File: src/rtl/traffic_light_fsm_pkg.sv
// Shared definitions for the traffic light controller and the interval store it talks to.
// Holds selector codes, lamp encodings, phase codes and the phase-to-outputs mapping.
package traffic_light_fsm_pkg;

    localparam int VALUE_WIDTH = 4;

    typedef logic [1:0] intervalSel_t;
    localparam intervalSel_t SEL_BASE     = 2'b00;
    localparam intervalSel_t SEL_EXTENDED = 2'b01;
    localparam intervalSel_t SEL_YELLOW   = 2'b10;

    // Lamp bits are ordered {red, yellow, green}.
    typedef logic [2:0] lamp_t;
    localparam lamp_t LAMP_RED    = 3'b100;
    localparam lamp_t LAMP_YELLOW = 3'b010;
    localparam lamp_t LAMP_GREEN  = 3'b001;

    typedef logic [2:0] phase_t;
    localparam phase_t PH_MAIN_G  = 3'd0;
    localparam phase_t PH_MAIN_GX = 3'd1;
    localparam phase_t PH_MAIN_Y  = 3'd2;
    localparam phase_t PH_WALK    = 3'd3;
    localparam phase_t PH_SIDE_G  = 3'd4;
    localparam phase_t PH_SIDE_GX = 3'd5;
    localparam phase_t PH_SIDE_Y  = 3'd6;

    typedef struct packed {
        intervalSel_t interval;
        lamp_t        mainLamp;
        lamp_t        sideLamp;
        logic         walk;
    } phaseOutputs_t;

    function automatic phaseOutputs_t phaseOutputs(input phase_t phase);
        phaseOutputs_t o;
        o.interval = SEL_BASE;
        o.mainLamp = LAMP_RED;
        o.sideLamp = LAMP_RED;
        o.walk     = 1'b0;
        case (phase)
            PH_MAIN_G: o.mainLamp = LAMP_GREEN;
            PH_MAIN_GX: begin
                o.interval = SEL_EXTENDED;
                o.mainLamp = LAMP_GREEN;
            end
            PH_MAIN_Y: begin
                o.interval = SEL_YELLOW;
                o.mainLamp = LAMP_YELLOW;
            end
            PH_WALK: begin
                o.interval = SEL_EXTENDED;
                o.walk     = 1'b1;
            end
            PH_SIDE_G: o.sideLamp = LAMP_GREEN;
            PH_SIDE_GX: begin
                o.interval = SEL_EXTENDED;
                o.sideLamp = LAMP_GREEN;
            end
            PH_SIDE_Y: begin
                o.interval = SEL_YELLOW;
                o.sideLamp = LAMP_YELLOW;
            end
            default: o.mainLamp = LAMP_GREEN;
        endcase
        return o;
    endfunction

endpackage

File: src/rtl/traffic_light_fsm_if.sv
// Interval-lookup link between the controller (master) and the time-parameter store (slave).
interface traffic_light_fsm_if;
    import traffic_light_fsm_pkg::*;

    intervalSel_t           requested_interval;
    logic [VALUE_WIDTH-1:0] interval_value;
    logic                   param_busy;

    modport master (
        output requested_interval,
        input  interval_value,
        input  param_busy
    );

    modport slave (
        input  requested_interval,
        output interval_value,
        output param_busy
    );

endinterface

File: src/rtl/traffic_light_fsm_interval_countdown.sv
// Per-phase timer: waits for the store to settle on the new request, loads its value,
// then counts 1 Hz ticks down and flags expiry on the tick that would reach zero.
module traffic_light_fsm_interval_countdown
    import traffic_light_fsm_pkg::*;
#(
    parameter int LOAD_LATENCY = 2,
    parameter int TICK_WIDTH   = 4
) (
    input  logic                   clk,
    input  logic                   rst,
    input  logic                   start_i,
    input  logic                   busy_i,
    input  logic [VALUE_WIDTH-1:0] value_i,
    input  logic                   tick_i,
    output logic                   expired_o,
    output logic                   running_o
);

    localparam int SETTLE_WIDTH = $clog2(LOAD_LATENCY + 1);

    logic [SETTLE_WIDTH-1:0] settle_q, settle_d;
    logic [TICK_WIDTH-1:0]   count_q, count_d;
    logic                    running_q, running_d;
    logic [TICK_WIDTH-1:0]   loadValue;

    // A zero interval would never expire, so it is stretched to a single tick.
    assign loadValue = (value_i == '0) ? TICK_WIDTH'(1) : TICK_WIDTH'(value_i);

    assign expired_o = running_q && tick_i && (count_q == TICK_WIDTH'(1));
    assign running_o = running_q;

    always_comb begin
        settle_d  = settle_q;
        count_d   = count_q;
        running_d = running_q;
        if (start_i) begin
            settle_d  = SETTLE_WIDTH'(LOAD_LATENCY);
            count_d   = '0;
            running_d = 1'b0;
        end else if (!running_q) begin
            if (!busy_i) begin
                if (settle_q <= SETTLE_WIDTH'(1)) begin
                    settle_d  = '0;
                    count_d   = loadValue;
                    running_d = 1'b1;
                end else begin
                    settle_d = settle_q - SETTLE_WIDTH'(1);
                end
            end
        end else if (tick_i && (count_q != '0)) begin
            count_d = count_q - TICK_WIDTH'(1);
        end
    end

    always_ff @(posedge clk or posedge rst) begin
        if (rst) begin
            settle_q  <= SETTLE_WIDTH'(LOAD_LATENCY);
            count_q   <= '0;
            running_q <= 1'b0;
        end else begin
            settle_q  <= settle_d;
            count_q   <= count_d;
            running_q <= running_d;
        end
    end

endmodule

File: src/rtl/traffic_light_fsm.sv
// Traffic light controller: sequences main/side/walk phases, requests each phase's interval
// from the parameter store and owns all registered lamp outputs.
module traffic_light_fsm
    import traffic_light_fsm_pkg::*;
#(
    parameter int LOAD_LATENCY = 2,
    parameter int TICK_WIDTH   = 4
) (
    input  logic                       clk,
    input  logic                       global_reset,
    input  logic                       tick_1hz,
    input  logic                       side_sensor,
    input  logic                       walk_button,
    traffic_light_fsm_if.master        store,
    output logic [2:0]                 main_lights,
    output logic [2:0]                 side_lights,
    output logic                       walk_lamp,
    output logic                       phase_expired
);

    phase_t        phase_q, phase_d;
    phase_t        nextPhase;
    phaseOutputs_t outputs_q, outputs_d;
    logic          walkPending_q, walkPending_d;
    logic          phaseExpired_q;
    logic          expired;
    logic          running;

    traffic_light_fsm_interval_countdown #(
        .LOAD_LATENCY(LOAD_LATENCY),
        .TICK_WIDTH  (TICK_WIDTH)
    ) timer (
        .clk      (clk),
        .rst      (global_reset),
        .start_i  (expired),
        .busy_i   (store.param_busy),
        .value_i  (store.interval_value),
        .tick_i   (tick_1hz && running),
        .expired_o(expired),
        .running_o(running)
    );

    always_comb begin
        case (phase_q)
            PH_MAIN_G:  nextPhase = side_sensor ? PH_MAIN_Y : PH_MAIN_GX;
            PH_MAIN_GX: nextPhase = PH_MAIN_Y;
            PH_MAIN_Y:  nextPhase = walkPending_q ? PH_WALK : PH_SIDE_G;
            PH_WALK:    nextPhase = PH_SIDE_G;
            PH_SIDE_G:  nextPhase = side_sensor ? PH_SIDE_GX : PH_SIDE_Y;
            PH_SIDE_GX: nextPhase = PH_SIDE_Y;
            PH_SIDE_Y:  nextPhase = PH_MAIN_G;
            default:    nextPhase = PH_MAIN_G;
        endcase
    end

    // Lamps and the interval request follow the phase on the same edge; a press that
    // coincides with entering WALK is consumed by that WALK.
    always_comb begin
        phase_d       = phase_q;
        outputs_d     = outputs_q;
        walkPending_d = walkPending_q | walk_button;
        if (expired) begin
            phase_d   = nextPhase;
            outputs_d = phaseOutputs(nextPhase);
            if (nextPhase == PH_WALK) begin
                walkPending_d = 1'b0;
            end
        end
    end

    always_ff @(posedge clk or posedge global_reset) begin
        if (global_reset) begin
            phase_q        <= PH_MAIN_G;
            outputs_q      <= phaseOutputs(PH_MAIN_G);
            walkPending_q  <= 1'b0;
            phaseExpired_q <= 1'b0;
        end else begin
            phase_q        <= phase_d;
            outputs_q      <= outputs_d;
            walkPending_q  <= walkPending_d;
            phaseExpired_q <= expired;
        end
    end

    assign store.requested_interval = outputs_q.interval;
    assign main_lights              = outputs_q.mainLamp;
    assign side_lights              = outputs_q.sideLamp;
    assign walk_lamp                = outputs_q.walk;
    assign phase_expired            = phaseExpired_q;

endmodule

File: src/flat_wrapper.sv
// flat-port wrapper written by rule: the top's interface ports become plain ports
module traffic_light_fsm_flat import traffic_light_fsm_pkg::*;
#(
    parameter int LOAD_LATENCY = 2,
    parameter int TICK_WIDTH   = 4
)
  (clk, global_reset, tick_1hz, side_sensor, walk_button, main_lights, side_lights, walk_lamp, phase_expired, store_requested_interval, store_interval_value, store_param_busy);
  traffic_light_fsm_if store_i ();
  input  logic clk;
  input  logic global_reset;
  input  logic tick_1hz;
  input  logic side_sensor;
  input  logic walk_button;
  output logic [2:0] main_lights;
  output logic [2:0] side_lights;
  output logic walk_lamp;
  output logic phase_expired;
  output wire logic [$bits(store_i.requested_interval)-1:0] store_requested_interval;
  input wire logic [$bits(store_i.interval_value)-1:0] store_interval_value;
  input wire logic [$bits(store_i.param_busy)-1:0] store_param_busy;
  assign store_requested_interval = store_i.requested_interval;
  assign store_i.interval_value = store_interval_value;
  assign store_i.param_busy = store_param_busy;
  traffic_light_fsm #(.LOAD_LATENCY(LOAD_LATENCY), .TICK_WIDTH(TICK_WIDTH)) u_core (.clk(clk), .global_reset(global_reset), .tick_1hz(tick_1hz), .side_sensor(side_sensor), .walk_button(walk_button), .store(store_i), .main_lights(main_lights), .side_lights(side_lights), .walk_lamp(walk_lamp), .phase_expired(phase_expired));
endmodule
File: config.mk
export PLATFORM = sky130hd
export DESIGN_NAME = traffic_light_fsm_flat
export DESIGN_NICKNAME = d
export VERILOG_FILES = /design/src/rtl/traffic_light_fsm_pkg.sv /design/src/rtl/traffic_light_fsm_if.sv /design/src/rtl/traffic_light_fsm_interval_countdown.sv /design/src/rtl/traffic_light_fsm.sv /design/src/flat_wrapper.sv
export SDC_FILE = /design/constraint.sdc
export NUM_CORES = 1
export LEC_CHECK = 0
export CAP_MARGIN = 5
export CORE_UTILIZATION = 46
export CTS_CLUSTER_SIZE = 20
export DETAILED_ROUTE_END_ITERATION = 8
export PLACE_DENSITY = 0.74
export SLEW_MARGIN = 25
export SYNTH_ARGS = -nofsm -noshare
export SYNTH_HDL_FRONTEND = slang
export SYNTH_SLANG_ARGS = --single-unit
File: constraint.sdc
create_clock -name clk -period 1.29 [get_ports clk]
set_input_delay 0.1935 -clock clk [delete_from_list [all_inputs] [get_ports clk]]
set_output_delay 0.1935 -clock clk [all_outputs]
set_load 0.02 [all_outputs]
Yosys cells after proc, flatten, opt, wreduce, memory -nomap -nowiden
Index checks and enable logic that the tools add are counted.

Register bits: 21. Output and inout bits: 10.

Add/sub/neg operators: 2. Order comparisons: 1. Equal/unequal tests: 16. Multiplexer cells: 24. Bitwise gates (word level): 1. Reductions and logical operators: 14.

Operators by type and width (number): $mux W4 (6); $pmux W3 S6 (1); $eq A3 B3 Y1 const B (5); $eq A3 B2 Y1 const B (4); $mux W2 (6); $pmux W3 S2 (2); $mux W1 (7); $eq A3 B1 Y1 const B (2); $ne A3 B1 Y1 const B (2); $eq A4 B1 Y1 const B (1); $logic_and A1 B1 Y1 (4); $logic_not A4 Y1 (1); $ne A2 B1 Y1 const B (2); $pmux W2 S2 (1); $reduce_bool A4 Y1 (1); $reduce_or A2 Y1 (2); $reduce_or A4 Y1 (1); $sub A4 B1 Y4 const B (1); $logic_not A3 Y1 (1); $mux W3 (1); $reduce_and A3 Y1 (1); $reduce_bool A3 Y1 (1); $reduce_or A3 Y1 (1); $le A2 B1 Y1 const B (1); other kinds (3) (3).

Logic depth before layout (Yosys ltp)
Gate-level depths: netlist of the first run.

Depth after elaboration: 6. Depth in mapped cells: 7. Depth with buffers taken out: 6.

By module
A second synthesis of the first run with hierarchy kept.

Cells, all modules: 113. Area, all modules: 1108.6 µm².

By module, submodules not included: traffic_light_fsm (times used 1, cells an instance 62, area each 640.6 µm², sequential area each 352.8 µm²); traffic_light_fsm_interval_countdown (times used 1, cells an instance 51, area each 467.9 µm², sequential area each 176.4 µm²).

Worst setup path before layout of the first run
No wires, ideal clock.

Kind: flip-flop to flip-flop. From: register u_core.timer.count_q[1]. To: register u_core.phase_q[1]. Library setup time: 0.126 ns. Data arrival time: 1.270 ns. Data required time: 1.164 ns. Slack: -0.106 ns. Stages on the path, launching flop included: 6. Clock period less this slack: 1.396 ns. Cell sequence: dfrtp_1 -> inv_1 -> ha_1 -> nand4_4 -> buf_6 -> a221o_1.

Longest elaborated chain between the ends: 2.

Ends and longest elaborated chain: start, declared (RTL line traffic_light_fsm_interval_countdown.sv:22) `logic [TICK_WIDTH-1:0] count_q, count_d;`; start signal, assigned (RTL line traffic_light_fsm_interval_countdown.sv:62) `count_q <= count_d;`; $eq A4 B1 Y1 (RTL line traffic_light_fsm_interval_countdown.sv:29) `assign expired_o = running_q && tick_i && (count_q == TICK_WIDTH'(1));`; $logic_and A1 B1 Y1 (RTL line traffic_light_fsm_interval_countdown.sv:29); end signal, assigned (RTL line traffic_light_fsm.sv:78) `phase_q <= phase_d;`; end, declared (RTL line traffic_light_fsm.sv:21) `phase_t phase_q, phase_d;`.

Every way passes these cells. A chain may end at the register's enable or synchronous reset.

Worst setup path in the final report of the first run
From: register u_core.timer.count_q[1]. To: register u_core.phase_q[2].

Longest elaborated chain between the ends: 2.

Ends and longest elaborated chain: $eq A4 B1 Y1 (RTL line traffic_light_fsm_interval_countdown.sv:29); $logic_and A1 B1 Y1 (RTL line traffic_light_fsm_interval_countdown.sv:29); net u_core.expired (RTL line traffic_light_fsm.sv:26) `logic expired;`.

The timed path passes the listed nets, and every way through them passes these cells.

==> results of run 1 <==
-- power by group --
group,internal (W),switching (W)
Clock,0.000120,0.000196
Sequential,0.000963,0.000236
Combinational,0.00111,0.00110
Total,0.00219,0.00154
-- cells by family (layout without fill, tap and decap cells) --
family	after synthesis	after routing	share of synthesized area, %
buf+inv	13	54	5.58
xor+xnor	4	4	3.19
flops	21	21	48.2
compound gates	31	31	22.3
simple gates	38	39	17.1
mux	1	1	1.37
fa+ha+maj	2	2	2.28
-- state kept, by name, summed over array words and instances, names as in the netlist --
name / count
u_core.walk_lamp: 1
u_core.side_lights: 3
u_core.phase_q: 3
u_core.timer.count_q: 4
u_core.walkPending_q: 1
u_core.main_lights: 3
u_core.store.requested_interval: 2
u_core.phase_expired: 1
u_core.timer.settle_q: 2
u_core.timer.running_o: 1
-- worst max-delay path, cell delays in order (launching register included) --
cell	delay (ns)
dfrtp_1	0.40
inv_2	0.10
ha_4	0.18
nand4_4	0.16
inv_2	0.11
nand2_2	0.05
mux2_4	0.28
-- through the flow --
stage	utilization (%)	hold slack (ns)	setup TNS [ns]	total power, W	setup WS, ns
after floorplan	-	0.168	0	0.00233	0.00333
after global placement	66.1	0.466	-2.30	0.00302	-0.205
after detailed placement	66.1	0.466	-2.74	0.00306	-0.257
after CTS	71.6	0.209	-0.479	0.00359	-0.0913
after global routing	73.7	0.225	-1.39	0.00399	-0.143
final	73.7	0.214	-0.504	0.00373	-0.0942
-- final cells by class --
cell class / instances / share of cell area (%)
clock buffer: 4 / 1.60
multi-input combinational: 77 / 39.4
sequential: 21 / 32.4
timing repair buffer: 43 / 22.9
inverter: 7 / 1.60
tap: 28 / 2.13
-- cells in the mapped netlist --
library cell	count
nand2b_1	1
a221oi_1	1
a22o_1	4
o21ai_0	1
a2111oi_2	1
nor2_1	16
a41oi_1	1
a21oi_1	7
nor3_1	6
a211oi_1	1
inv_1	6
nand2_1	10
buf_6	1
nor3b_1	1
ha_1	2
o21ai_1	4
buf_2	4
clkbuf_1	1
a31oi_1	1
a31o_2	1
nand3b_1	1
nand4_4	1
dfstp_2	3
dfrtp_1	18
inv_2	1
o22ai_1	1
o31ai_1	2
nor2_4	1
mux2_4	1
nor2b_1	1
xnor2_1	3
xor2_1	1
a221o_1	1
o41ai_2	3
a21o_1	2
-- how the worst min path moves through the flow --
stage	end	slack, ns	cells after the start
final	u_core.main_lights[2]	0.21	3
after global routing	u_core.timer.count_q[1]	0.22	3
after CTS	u_core.timer.count_q[1]	0.21	3
after detailed placement	u_core.side_lights[1]	0.47	2
after global placement	u_core.side_lights[1]	0.47	2
after floorplan	u_core.main_lights[1]	0.17	1
-- metal layers --
metal	GRT usage, %	up-vias
met5	0	-
met1	27.0	469
met3	3.87	2
li1	-	477
met2	36.9	19
met4	10.2	0
-- repair_timing --
item / CTS / global route
cloned: 1 / 0
gates resized for setup: 28 / 13
endpoints found under the setup margin: 22 / 18
pin swaps: 16 / 9
hold buffers: 0 / 0
buffers inserted: 2 / 0
==> flow_summary_export.csv, run 1 <==
group,metric,value,unit
run_status,status,"complete, but fails checks",
run_status,violations,"negative setup slack",
critical_path,worst_r2r_path_depth,6,
drt,vias,967,
finish,fin_area,1650,µm²
clock_network,cts_buffers,3,
critical_path,critPathMaxFanout,5,
floorplan,initial_utilization,49.2,%
synthesis,ys_types,35,
sta,clock.fmax,0.722,GHz
critical_path,reg2reg_slack,-0.09,ns
grt,antenna_found_initial,0,
sta,worst_slack,-0.0942,ns
floorplan,die_w,50.9,µm
sta,tightest_slew,0.429,ns
synthesis,synth_area,1100,µm²
floorplan,fp-row-count,17,
sta,setup_viol,12,
sta,period_share,107,%
drt,drtIter0Drc,17,
grt,grt_pass1_vias,932,
power_and_ir_drop,leakage,0.746,nW
clock_network,path_clk_slew,0.11,ns
critical_path,worstSetupPathType,"flop to flop",
placement,place_inst,174,
critical_path,crit_path_end,"u_core.phase_q[2]",
placement,gp_congestion,0.817,
finish,finalNonFillerCells,180,
finish,drive_gt1_share,39.5,%
drt,dr_wl_met3,84,µm
grt,grt_pass1_wl,4.11,mm
power_and_ir_drop,ir_drop,1.47,mV
floorplan,pin_count,20,
sta,finalCriticalPeriod,1.38,ns
grt,grt_use_total,21.8,%
synthesis,syn_area_per_cell,9.99,µm²
placement,portBuffers,19,
placement,place_area,1480,µm²
critical_path,rr_endpoint,"u_core.phase_q[2]",
synthesis,synth_largest_area_cell,"dfrtp_1",
sta,max_slew_margin,71.2,%
finish,multi_input_area,648,µm²
drt,wl_met2,1.25,mm
grt,grt_max_degree,22,
drt,finalWirelength,2.46,mm
floorplan,dieArea,2590,µm²
clock_network,clock_sinks,21,
critical_path,cp-end-kind,"flop",
clock_network,clock-root-buffer,"clkbuf_4",
sta,finalClockSkew,0.00256,ns
synthesis,ys_ff_latch,21,
drt,drc_errors,0,
floorplan,core_area,2230,µm²
critical_path,r2r_start,"u_core.timer.count_q[1]",
synthesis,seq_area_frac_synth,48.2,%
critical_path,crit_path_start,"u_core.timer.count_q[1]",
placement,hpwl,1.63,mm
clock_network,htree_levels,1,
floorplan,die_h,50.9,µm
finish,diodes,0,
synthesis,synthTopCellsByArea,"dfrtp_1, dfstp_2, nor2_1, o41ai_2, nand2_1",
power_and_ir_drop,power_density,2260,nW/µm²
synthesis,synth_nets,122,
job,cap_violations,0,
finish,layout_commonest_cell,"buf_4",
clock_network,cts_buffer_depth,2,
drt,highest_layer,"met4",
drt,firstDrtPassIters,4,
drt,avgRoutedWirePerCell,13.7,µm
min_path,hp-class,"input pin to async pin",
drt,met1_length,1.10,mm
critical_path,setup.worst_path.start_class,"flop",
critical_path,required,1.49,ns
finish,fillers,152,
grt,overflow,0,
synthesis,ys_warn_count,0,
clock_network,cts_tree,"done",
synthesis,yosys.area.top_type_share,41.0,%
critical_path,cp.arrival,1.58,ns
finish,area_growth,49.9,%
finish,final_cell_mix,"buf_4, nor2_1, dfrtp_1",
drt,drtAntennaViolNets,0,
synthesis,netlist_instances,110,
finish,ff_latch_area,533,µm²
sta,slew_violations,0,
finish,nets,165,
sta,rsz0062_at_grt,"true",
drt,routed_via_density,5.37,
sta,final-hold-violation-count,0,
clock_network,clock_latency,0.30,ns
No activity file was read; power rests on OpenSTA's default activity.
==> run 2: changes to the inputs <==
- RECOVER_POWER: unset -> 25
==> run 2 against run 1 <==
Effect of this change:
- the flow still finishes with violations (negative setup slack)
- count of clock-buffer cells in the layout is the same
- non-clock buffer count is the same
- worst hold slack gained 0.23 ns
- register-to-register slack is essentially flat
- clock power is essentially flat
- clock skew is the same
- sequential cell count is the same
- die area is the same
- combinational power is essentially flat
- critical endpoint unchanged
- highest routed layer unchanged
==> flow_summary_export.csv, run 2 (synthesis gave the netlist of run 1 again) <==
group,metric,value,unit
drt,drc_errors,0,
critical_path,worstSetupPathType,"flop to flop",
sta,tns,-0.504,ns
critical_path,critPathMaxFanout,5,
power_and_ir_drop,power,0.00372,W
placement,place_area,1480,µm²
sta,finalCriticalPeriod,1.38,ns
power_and_ir_drop,power_density,2270,nW/µm²
sta,slew_violations,0,
grt,grt_pass1_vias,932,
finish,final_util,73.6,%
drt,avgRoutedWirePerCell,13.7,µm
finish,top_register,"u_core.timer.count_q",
critical_path,crit_path_start,"u_core.timer.count_q[1]",
grt,grt_max_degree,22,
floorplan,core_area,2230,µm²
finish,layout_commonest_cell,"buf_4",
clock_network,clock_latency,0.30,ns
grt,antenna_found_initial,0,
floorplan,dieArea,2590,µm²
sta,tightest_slew,0.522,ns
clock_network,htree_levels,1,
sta,finalClockSkew,0.00256,ns
placement,hpwl,1.63,mm
floorplan,die_h,50.9,µm
grt,overflow,0,
clock_network,cts_hold_buffers,0,
finish,fin_area,1640,µm²
placement,gp_congestion,0.817,
power_and_ir_drop,leakage,0.746,nW
sta,setup_viol,12,
grt,grt_use_total,21.8,%
floorplan,fp-row-count,17,
sta,final-hold-violation-count,0,
critical_path,setup.worst_path.start_class,"flop",
clock_network,cts_buffer_depth,2,
sta,max_slew_margin,65.2,%
clock_network,cts_tree,"done",
floorplan,die_w,50.9,µm
drt,vias,968,
drt,drtAntennaViolNets,0,
finish,final_cell_mix,"buf_4, nor2_1, dfrtp_1",
drt,routed_via_density,5.38,
clock_network,path_clk_slew,0.11,ns
finish,diodes,0,
clock_network,clock_sinks,21,
min_path,hp-class,"input pin to async pin",
finish,drive_gt1_share,39.5,%
sta,worst_slack,-0.0942,ns
finish,area_growth,49.7,%
run_status,violations,"negative setup slack",
finish,nets,165,
clock_network,clock-root-buffer,"clkbuf_4",
job,cap_violations,0,
critical_path,cp.arrival,1.58,ns
floorplan,pin_count,20,
clock_network,cts_buffers,3,
critical_path,r2r_start,"u_core.timer.count_q[1]",
sta,period_share,107,%
drt,finalWirelength,2.46,mm
sta,clock.fmax,0.722,GHz
finish,largest_register_ffs,4,
critical_path,required,1.49,ns
grt,grt_pass1_wl,4.11,mm
drt,firstDrtPassIters,4,
floorplan,initial_utilization,49.2,%
power_and_ir_drop,ir_drop,1.47,mV
run_status,status,"complete, but fails checks",
placement,portBuffers,19,
sta,rsz0062_at_grt,"true",
critical_path,cp-end-kind,"flop",
drt,drtIter0Drc,17,
-- run 2: changes by cell type in the layout (fill, tap and decap cells not counted), sizes merged --
cell           previous run  this run
buf                      25        24
clkbuf                    5         6
clkdlybuf4s50             9         8
dlygate4sd3               0         1
-- run 2: metal layers --
metal / GRT usage, % / share of wire [%]
met5: 0 / 0
met4: 10.2 / 1.1
met1: 27.0 / 45
met3: 3.87 / 3.4
met2: 36.9 / 51
-- run 2: final cells by class --
type                            count  area, µm²
Inverter                            7       26.3
Sequential cell                    21        533
Clock buffer                        4       26.3
Timing Repair Buffer               43        375
Fill cell                         153        589
Multi-Input combinational cell     77        648
Tap cell                           28       35.0
-- run 2: path summary, 6_finish.rpt --
path | endpoint | slack, ns | cells past startpoint
min in group clk | u_core.walkPending_q | 0.47 | 3
worst min register to register | u_core.store.requested_interval[0] | 0.49 | 1
worst max-delay path | u_core.phase_q[2] | -0.09 | 6
worst min-delay path | u_core.main_lights[2] | 0.44 | 3
max in group asynchronous | u_core.phase_q[0] | 0.48 | 3
worst max register to register | u_core.phase_q[2] | -0.09 | 6
-- run 2: repair_timing --
item | in CTS | in global routing
setup buffers | 2 | 0
gates resized for setup | 28 | 13
cloned | 1 | 0
pin swaps | 16 | 9
setup endpoints to repair | 22 | 18
-- run 2: where the power goes --
| group | internal [W] | switching, W | leakage (nW) | total (W) |
|---|---|---|---|---|
| registers | 0.000963 | 0.000236 | 0.250 | 0.00120 |
| clock network | 0.000120 | 0.000196 | 0.0150 | 0.000317 |
| logic | 0.00110 | 0.00110 | 0.481 | 0.00221 |
| total | 0.00219 | 0.00154 | 0.746 | 0.00372 |
-- run 2: critical path: stages (launching register included) --
cell     delay (ns)
dfrtp_1        0.40
inv_2          0.10
ha_4           0.18
nand4_4        0.16
inv_2          0.11
nand2_2        0.05
mux2_4         0.28
-- run 2: stage by stage --
step           hold slack [ns]  std cells  setup slack [ns]
6_report                 0.441        180           -0.0942
5_1_grt                  0.475        180            -0.143
4_1_cts                  0.209        180           -0.0913
3_5_place_dp             0.466        174            -0.257
3_3_place_gp             0.466        174            -0.205
2_1_floorplan            0.168        110           0.00333
